`config.mk`:
```
export PLATFORM = sky130hd
export DESIGN_NAME = ram64_16
export DESIGN_NICKNAME = d
export VERILOG_FILES = /design/src/rtl/n2t_pkg.sv /design/src/rtl/ram8_16.sv /design/src/rtl/ram64_16.sv
export SDC_FILE = /design/constraint.sdc
export NUM_CORES = 2
export LEC_CHECK = 0
export CAP_MARGIN = 10
export CORE_ASPECT_RATIO = 0.5
export CORE_MARGIN = 2
export CORE_UTILIZATION = 35
export CTS_CLUSTER_SIZE = 24
export DETAILED_ROUTE_END_ITERATION = 8
export SLEW_MARGIN = 10
export SYNTH_ARGS = -nofsm -noshare
export SYNTH_HDL_FRONTEND = slang
export SYNTH_SLANG_ARGS = --single-unit
```
`constraint.sdc`:
```
create_clock -name clk -period 2.7 [get_ports clk]
set_input_delay 0.405 -clock clk [delete_from_list [all_inputs] [get_ports clk]]
set_output_delay 0.405 -clock clk [all_outputs]
set_load 0.02 [all_outputs]
```
`src/rtl/n2t_pkg.sv`:
```
// -----------------------------------------------------------------------------
// n2t_pkg
// Shared constants and types for the Hack-style memory hierarchy
// (ram8_16 -> ram64_16 -> ram512/ram4k).
//   WORD_W   : data word width
//   word_t   : one data word
//   RAM8_AW  : address bits inside one 8-word bank
//   RAM64_AW : address bits of the 64-word memory
// -----------------------------------------------------------------------------
package n2t_pkg;

    localparam int WORD_W   = 16;
    typedef logic [WORD_W-1:0] word_t;

    localparam int RAM8_AW  = 3;
    localparam int RAM64_AW = 6;

endpackage : n2t_pkg

```
`src/rtl/ram8_16.sv`:
```
// -----------------------------------------------------------------------------
// ram8_16
// Eight words of WIDTH-bit storage, each a register with a load mux.
// Asynchronous active-low reset clears every word; read is combinational.
// Ports:
//   clk     : rising-edge clock
//   rst_n   : asynchronous active-low reset (clears all words)
//   in      : write data
//   load    : write enable, sampled on rising clk
//   address : word select within the bank
//   out     : data of the word at address (combinational)
// -----------------------------------------------------------------------------
module ram8_16
    import n2t_pkg::*;
#(
    parameter int WIDTH = WORD_W
) (
    input  logic               clk,
    input  logic               rst_n,
    input  logic [WIDTH-1:0]   in,
    input  logic               load,
    input  logic [RAM8_AW-1:0] address,
    output logic [WIDTH-1:0]   out
);

    localparam int DEPTH = 1 << RAM8_AW;

    logic [WIDTH-1:0] rd_word [DEPTH];

    genvar gi;
    generate
        for (gi = 0; gi < DEPTH; gi++) begin : g_word
            logic [WIDTH-1:0] word_q;
            logic [WIDTH-1:0] word_d;

            // Only the addressed word takes the new data; the rest recirculate.
            always_comb begin
                word_d = word_q;
                if (load && (address == RAM8_AW'(gi))) begin
                    word_d = in;
                end
            end

            always_ff @(posedge clk or negedge rst_n) begin
                if (!rst_n) begin
                    word_q <= '0;
                end else begin
                    word_q <= word_d;
                end
            end

            assign rd_word[gi] = word_q;
        end
    endgenerate

    assign out = rd_word[address];

endmodule : ram8_16

```
`src/rtl/ram64_16.sv`:
```
// -----------------------------------------------------------------------------
// ram64_16
// 64-word x WIDTH-bit read/write memory built from eight ram8_16 banks.
// address[5:3] picks the bank (decoded into per-bank load, muxed on read),
// address[2:0] picks the word within the bank.
// Ports:
//   clk     : rising-edge clock
//   rst_n   : asynchronous active-low reset (clears all 64 words)
//   in      : write data
//   load    : write enable, sampled on rising clk
//   address : 6-bit word select
//   out     : read data of the word at address
// Build option:
//   RAM64_OUT_REG_EN : when defined, out is registered (1-cycle read latency,
//                      async reset to 0); otherwise out is combinational.
// -----------------------------------------------------------------------------
module ram64_16
    import n2t_pkg::*;
#(
    parameter int WIDTH = WORD_W,
    parameter int BANKS = 8         // tied to the 3+3 address split
) (
    input  logic                clk,
    input  logic                rst_n,
    input  logic [WIDTH-1:0]    in,
    input  logic                load,
    input  logic [RAM64_AW-1:0] address,
    output logic [WIDTH-1:0]    out
);

    localparam int BSEL_W = RAM64_AW - RAM8_AW;

    logic [BSEL_W-1:0]  bank_sel;
    logic [RAM8_AW-1:0] word_sel;
    logic [BANKS-1:0]   bank_load;
    logic [WIDTH-1:0]   bank_out [BANKS];
    logic [WIDTH-1:0]   rd_data;

    assign bank_sel = address[RAM64_AW-1:RAM8_AW];
    assign word_sel = address[RAM8_AW-1:0];

    genvar gi;
    generate
        for (gi = 0; gi < BANKS; gi++) begin : g_bank
            // DMux8Way: load reaches only the selected bank.
            assign bank_load[gi] = load && (bank_sel == BSEL_W'(gi));

            ram8_16 #(
                .WIDTH   (WIDTH)
            ) u_ram8 (
                .clk     (clk),
                .rst_n   (rst_n),
                .in      (in),
                .load    (bank_load[gi]),
                .address (word_sel),
                .out     (bank_out[gi])
            );
        end
    endgenerate

    // Mux8Way16: pick the selected bank's output.
    assign rd_data = bank_out[bank_sel];

`ifdef RAM64_OUT_REG_EN
    logic [WIDTH-1:0] out_q;
    logic [WIDTH-1:0] out_d;

    // Captures pre-edge storage contents, so a same-address write shows
    // the old word first and the new word one cycle later.
    always_comb begin
        out_d = rd_data;
    end

    always_ff @(posedge clk or negedge rst_n) begin
        if (!rst_n) begin
            out_q <= '0;
        end else begin
            out_q <= out_d;
        end
    end

    assign out = out_q;
`else
    assign out = rd_data;
`endif

endmodule : ram64_16
```
# Word-level counts from Yosys, hierarchy flattened
# Index checks and enable logic that the tools add are counted.
word_totals:
  n_memories: 0
  ramBits: 0
  output_inout_bits: 16
  regBits: 1024
  wordCells: 183
  romBits: 0
  latch_bits: 0
  in_bits: 25
classes:
  magnitude_cmp: 2
  shift: 0
  n_reduce_logical: 74
  n_div: 0
  n_eq_ne: 14
  n_mul: 0
  n_addsub: 0
  mux: 27
  n_bitwise: 2
ops:
  columns: ["operator", "count"]
  rows:
  - ["$bmux W16 S3", 9]
  - ["$mux W16", 18]
  - ["$logic_and A1 B1 Y1", 72]
  - ["$eq A3 B3 Y1 const B", 8]
  - ["$eq A3 B2 Y1 const B", 4]
  - ["$ge A4 B4 Y1 const B", 2]
  - ["$not A3 Y4", 2]
  - ["$eq A3 B1 Y1 const B", 2]
  - ["$logic_not A3 Y1", 2]

# Depth between registers and ports, before layout
depth:
  ltp_word: 7
  ltp_mapped: 10

# By module
# Synthesis repeated with hierarchy kept, for this count alone.
unflattened:
  cells_unflattened: 3281
  hier_area_um2: 49145.9
modules_own_cells:
  columns: ["mod", "cells_each", "n_inst", "seq_area_each_um2", "area_each_um2"]
  rows:
  - ["ram8_16", 395, 8, 3203.1, 5999.5]
  - ["ram64_16", 121, 1, 0.0, 1149.9]

# Worst setup path before layout
# Ideal clock, no wire load.
synth_timing:
  path_kind: "in2out"
  startpoint: "in address[0]"
  endpoint: "out out[5]"
  stages: 10
  path_slack_ps: 77
  required_ps: 2295
  n_path_buf: 5
  t_arrival_ps: 2218
  cell_sequence: "buf_6 buf_6 buf_6 buf_6 nand2_1 buf_4 o22ai_1 o31ai_1 o22ai_1 a221oi_1"
synth_between:
  elab_chain_len: 7
  word_cells_on_any_way: 28
synth_lines:
  columns: ["element", "line_no", "rtl"]
  rows:
  - ["start, declared", "ram64_16.sv:27", "input logic [RAM64_AW-1:0] address,"]
  - ["$not A3 Y4 (not written as such) (*)", "ram8_16.sv:56", "assign out = rd_word[address];"]
  - ["$bmux W16 S3", "ram8_16.sv:56", null]
  - ["$mux W16 (not written as such) (2 in a row)", "ram8_16.sv:56", null]
  - ["$bmux W16 S3 (*)", "ram64_16.sv:62", "assign rd_data = bank_out[bank_sel];"]
  - ["$mux W16 (not written as such) (*) (2 in a row)", "ram64_16.sv:62", null]
  - ["end, declared", "ram64_16.sv:28", "output logic [WIDTH-1:0] out"]
# Mark *: on every way between the ends. The rest lies on a longest branch, timed or not. The select of a mux whose other input is x is not followed.

# Final worst setup path
layout_timing:
  startpoint: "reg g_bank[6].u_ram8.g_word[6].word_q[0]"
  endpoint: "out out[0]"
layout_between:
  elab_chain_len: 6
layout_lines:
  columns: ["element", "line_no", "rtl"]
  rows:
  - ["start, declared", "ram8_16.sv:33", "logic [WIDTH-1:0] word_q;"]
  - ["start signal, assigned", "ram8_16.sv:48", "word_q <= word_d;"]
  - ["$bmux W16 S3", "ram8_16.sv:56", null]
  - ["$mux W16 (not written as such) (2 in a row)", "ram8_16.sv:56", null]
  - ["$bmux W16 S3", "ram64_16.sv:62", null]
  - ["$mux W16 (not written as such) (2 in a row)", "ram64_16.sv:62", null]
# No other way between the ends. The select of a mux whose other input is x is not followed.

==> reports/qor.yml <==
io_pins: 41
port-buffer-count: 40
fill_cells: 12000
syn_inst: 3060
synth-compound-area-share_pct: 2.21
drc_errors: 0
synth_commonest_cells: "mux2_2, dfrtp_1, mux4_2, clkbuf_1, mux2i_1"
rsz0062_at_grt: "true"
post_dp_cell_area_sq_mm: 0.0528
drt_iter0_drc: 2352
grtUsageMet2_pct: 31.0
rows: 95
end_kind: "output pin"
synthSimpleGateAreaFrac_pct: 2.41
largest_reg_flops: 1024
synth_top_family_by_area: "multiplexers"
cts_max_path_buffers: 3
violations: "setup timing"
required_ns: 2.30
crit_arrival_ns: 2.78
synth.yosys.warnings: 0
maxCapViolCount: 0
multiInputGateArea_sq_mm: 0.0209
antenna_found_initial: 2
coreArea_sq_mm: 0.134
timing.fmax_ghz: 0.314
top_regs: "g_bank.u_ram8.g_word.word_q x1024"
synthArstFlopShare_pct: 100
wirelength_mm: 141
gr-total-overflow: 0
power_mw: 39.1
cts_tree: "built"
dieArea_sq_mm: 0.138
nets: 3350
muxShareOfSynthArea_pct: 38.0
setup_viol: 16
hold_path_class: "input pin to async pin"
layout.cells.non_filler: 5200
first_global_vias: 30400
status: "finished with violations"
grt_usage_pct: 20.6
cts.sinks: 1024
hold_viol_final: 0
floorplan.initialDensity_pct: 35.2
worstMarginPinSlew_ns: 0.827
drt.antenna.violating_nets: 0
pre_cts_ws_ns: -0.964
clkSlewWorstSetupHoldPaths_ns: 0.07
skew_ns: 0
place_congestion: 0.972
power_leakage_nw: 26.0
top_register: "g_bank.u_ram8.g_word.word_q"
fin_ws_ns: -0.482
synth_area_leaders: "dfrtp_1, mux2_2, mux4_2, mux2i_1, buf_2"
use_met1_pct: 30.7
avgSynthCellArea_sq_um: 15.4
die_y_um: 264
syn_nets: 3085
die_w_um: 523
ys_seq_elements: 1024
grt_busiest_layer: "met2"
post-route-min-period_ns: 3.18
synth_top_area_cell: "dfrtp_1"
slew_headroom_pct: 44.8
grt_util_met3_pct: 3.97
drive_gt1_share_pct: 59.9
synthToLayoutAreaGrowth_pct: 21.2
first_pass_iters: 5
critPathKind: "flip-flop to output pin"
grt_max_degree: 92
cts_made_buffers: 100
slew_violations: 0
yosysMostFrequentCell: "mux2_2"
via_per_inst: 5.46
synth_top_area_share_pct: 54.4
syn-cell-area_sq_mm: 0.0471
synth_flop_cell: "dfrtp_1"
vdd_drop_max_uv: 516
synth_edf_count: 0
grt_pass1_wl_mm: 212
regArea_sq_mm: 0.0256
route.vias.total: 28400
clockRootBuffer: "clkbuf_16"
period_share_pct: 118
synth.distinct_cells: 54
crit_path_start_kind: "flip-flop"
cellPowerDensity_mw_per_mm2: 684
clock_latency_ns: 0.69
wl_per_cell_um: 27.0
place_inst: 5010
diodes: 0
crit_fanout: 2
synthAdderAreaFrac_pct: 0
dp.final_hpwl_mm: 93.9
yosysSeqAreaShare_pct: 54.4
design_area_sq_mm: 0.0571
synth-xor-area-share_pct: 0
htree_levels: 3
[per-stage QoR]
step,TNS (ns),utilization [%],hold slack (ns)
global placement,-52.46,39.4,0.414
detailed placement,-49.53,39.4,0.408
global route,-6.18,42.6,0.268
floorplan,0,-,0.109
finish,-5.05,42.6,0.261
CTS,-5.64,42.4,0.243
[cells in the final DEF, fill, tap and decap left out, drive strengths merged, types with 3 or more instances in the layout]
master / n
buf: 446
mux2: 1053
nand4: 3
bufinv: 6
a22o: 11
mux2i: 123
o211ai: 7
o31ai: 5
clkinv: 20
nand2b: 7
o2111a: 3
o221ai: 7
a32oi: 3
a21oi: 33
a221oi: 8
nand3: 30
nor3: 6
a31oi: 4
a211oi: 4
nand2: 57
and3: 6
mux4: 214
nor2: 79
and2: 3
o32a: 4
clkbuf: 155
o22ai: 15
o21ai: 10
dfrtp: 1024
nor2b: 10
a22oi: 22
[worst paths after layout]
path	startpoint	end	slack [ns]	cells after the start
min in group clk	in[3]	g_bank[0].u_ram8.g_word[4].word_q[3]	0.33	3
max reg2reg	g_bank[2].u_ram8.g_word[3].word_q[1]	g_bank[2].u_ram8.g_word[3].word_q[1]	1.70	3
max	g_bank[6].u_ram8.g_word[6].word_q[0]	out[0]	-0.48	7
min	rst_n	g_bank[3].u_ram8.g_word[1].word_q[5]	0.26	2
max in group asynchronous	rst_n	g_bank[4].u_ram8.g_word[4].word_q[13]	1.46	4
min reg2reg	g_bank[6].u_ram8.g_word[6].word_q[12]	g_bank[6].u_ram8.g_word[6].word_q[12]	0.49	1
[worst max-delay path, cell delays in order (launching register included)]
cell and delay, ns:
dfrtp_1 0.38, mux4_2 0.47, mux2_4 0.29, a22o_4 0.25, a221oi_2 0.26, buf_4 0.19, a41oi_4 0.05, buf_6 0.17
[per-layer routing]
layer / up-vias / wire length, um
li1: 11900 / -
met1: 15700 / 66900
met2: 697 / 62800
met3: 175 / 7880
met4: 0 / 2980
met5: - / 0
[kinds of logic (layout without fill, tap and decap cells)]
family / Yosys count / after routing
buffers and inverters: 290 / 636
AOI/OAI and AO/OA: 146 / 146
muxes: 1390 / 1390
and+or+nand+nor: 210 / 210
DFF: 1024 / 1024
[repair_timing]
| item | 4_1_cts | 5_1_grt |
|---|---|---|
| pin swaps | 24 | 19 |
| resized for setup | 168 | 43 |
| hold buffers | 1 | 0 |
| endpoints found under the hold margin | 30 | 0 |
| buffers inserted | 8 | 11 |
| endpoints found under the setup margin | 16 | 16 |
| cloned | 2 | 0 |
[where the power goes]
group	internal, mW	switching (mW)	total, mW
clock	8.32	6.08	14.4
sequential	17.4	0.996	18.4
combinational	3.39	2.90	6.30
total	29.1	9.98	39.1
[final cells by class]
cell class | instances | area share (%)
sequential | 1024 | 44.9
multi-input combinational | 1746 | 36.5
timing repair buffer | 451 | 8.83
clock buffer | 155 | 5.34
tap | 1794 | 3.93
clock inverter | 28 | 0.519
inverter | 2 | 0.0241
Note: power is estimated with default switching activity, not from simulation.
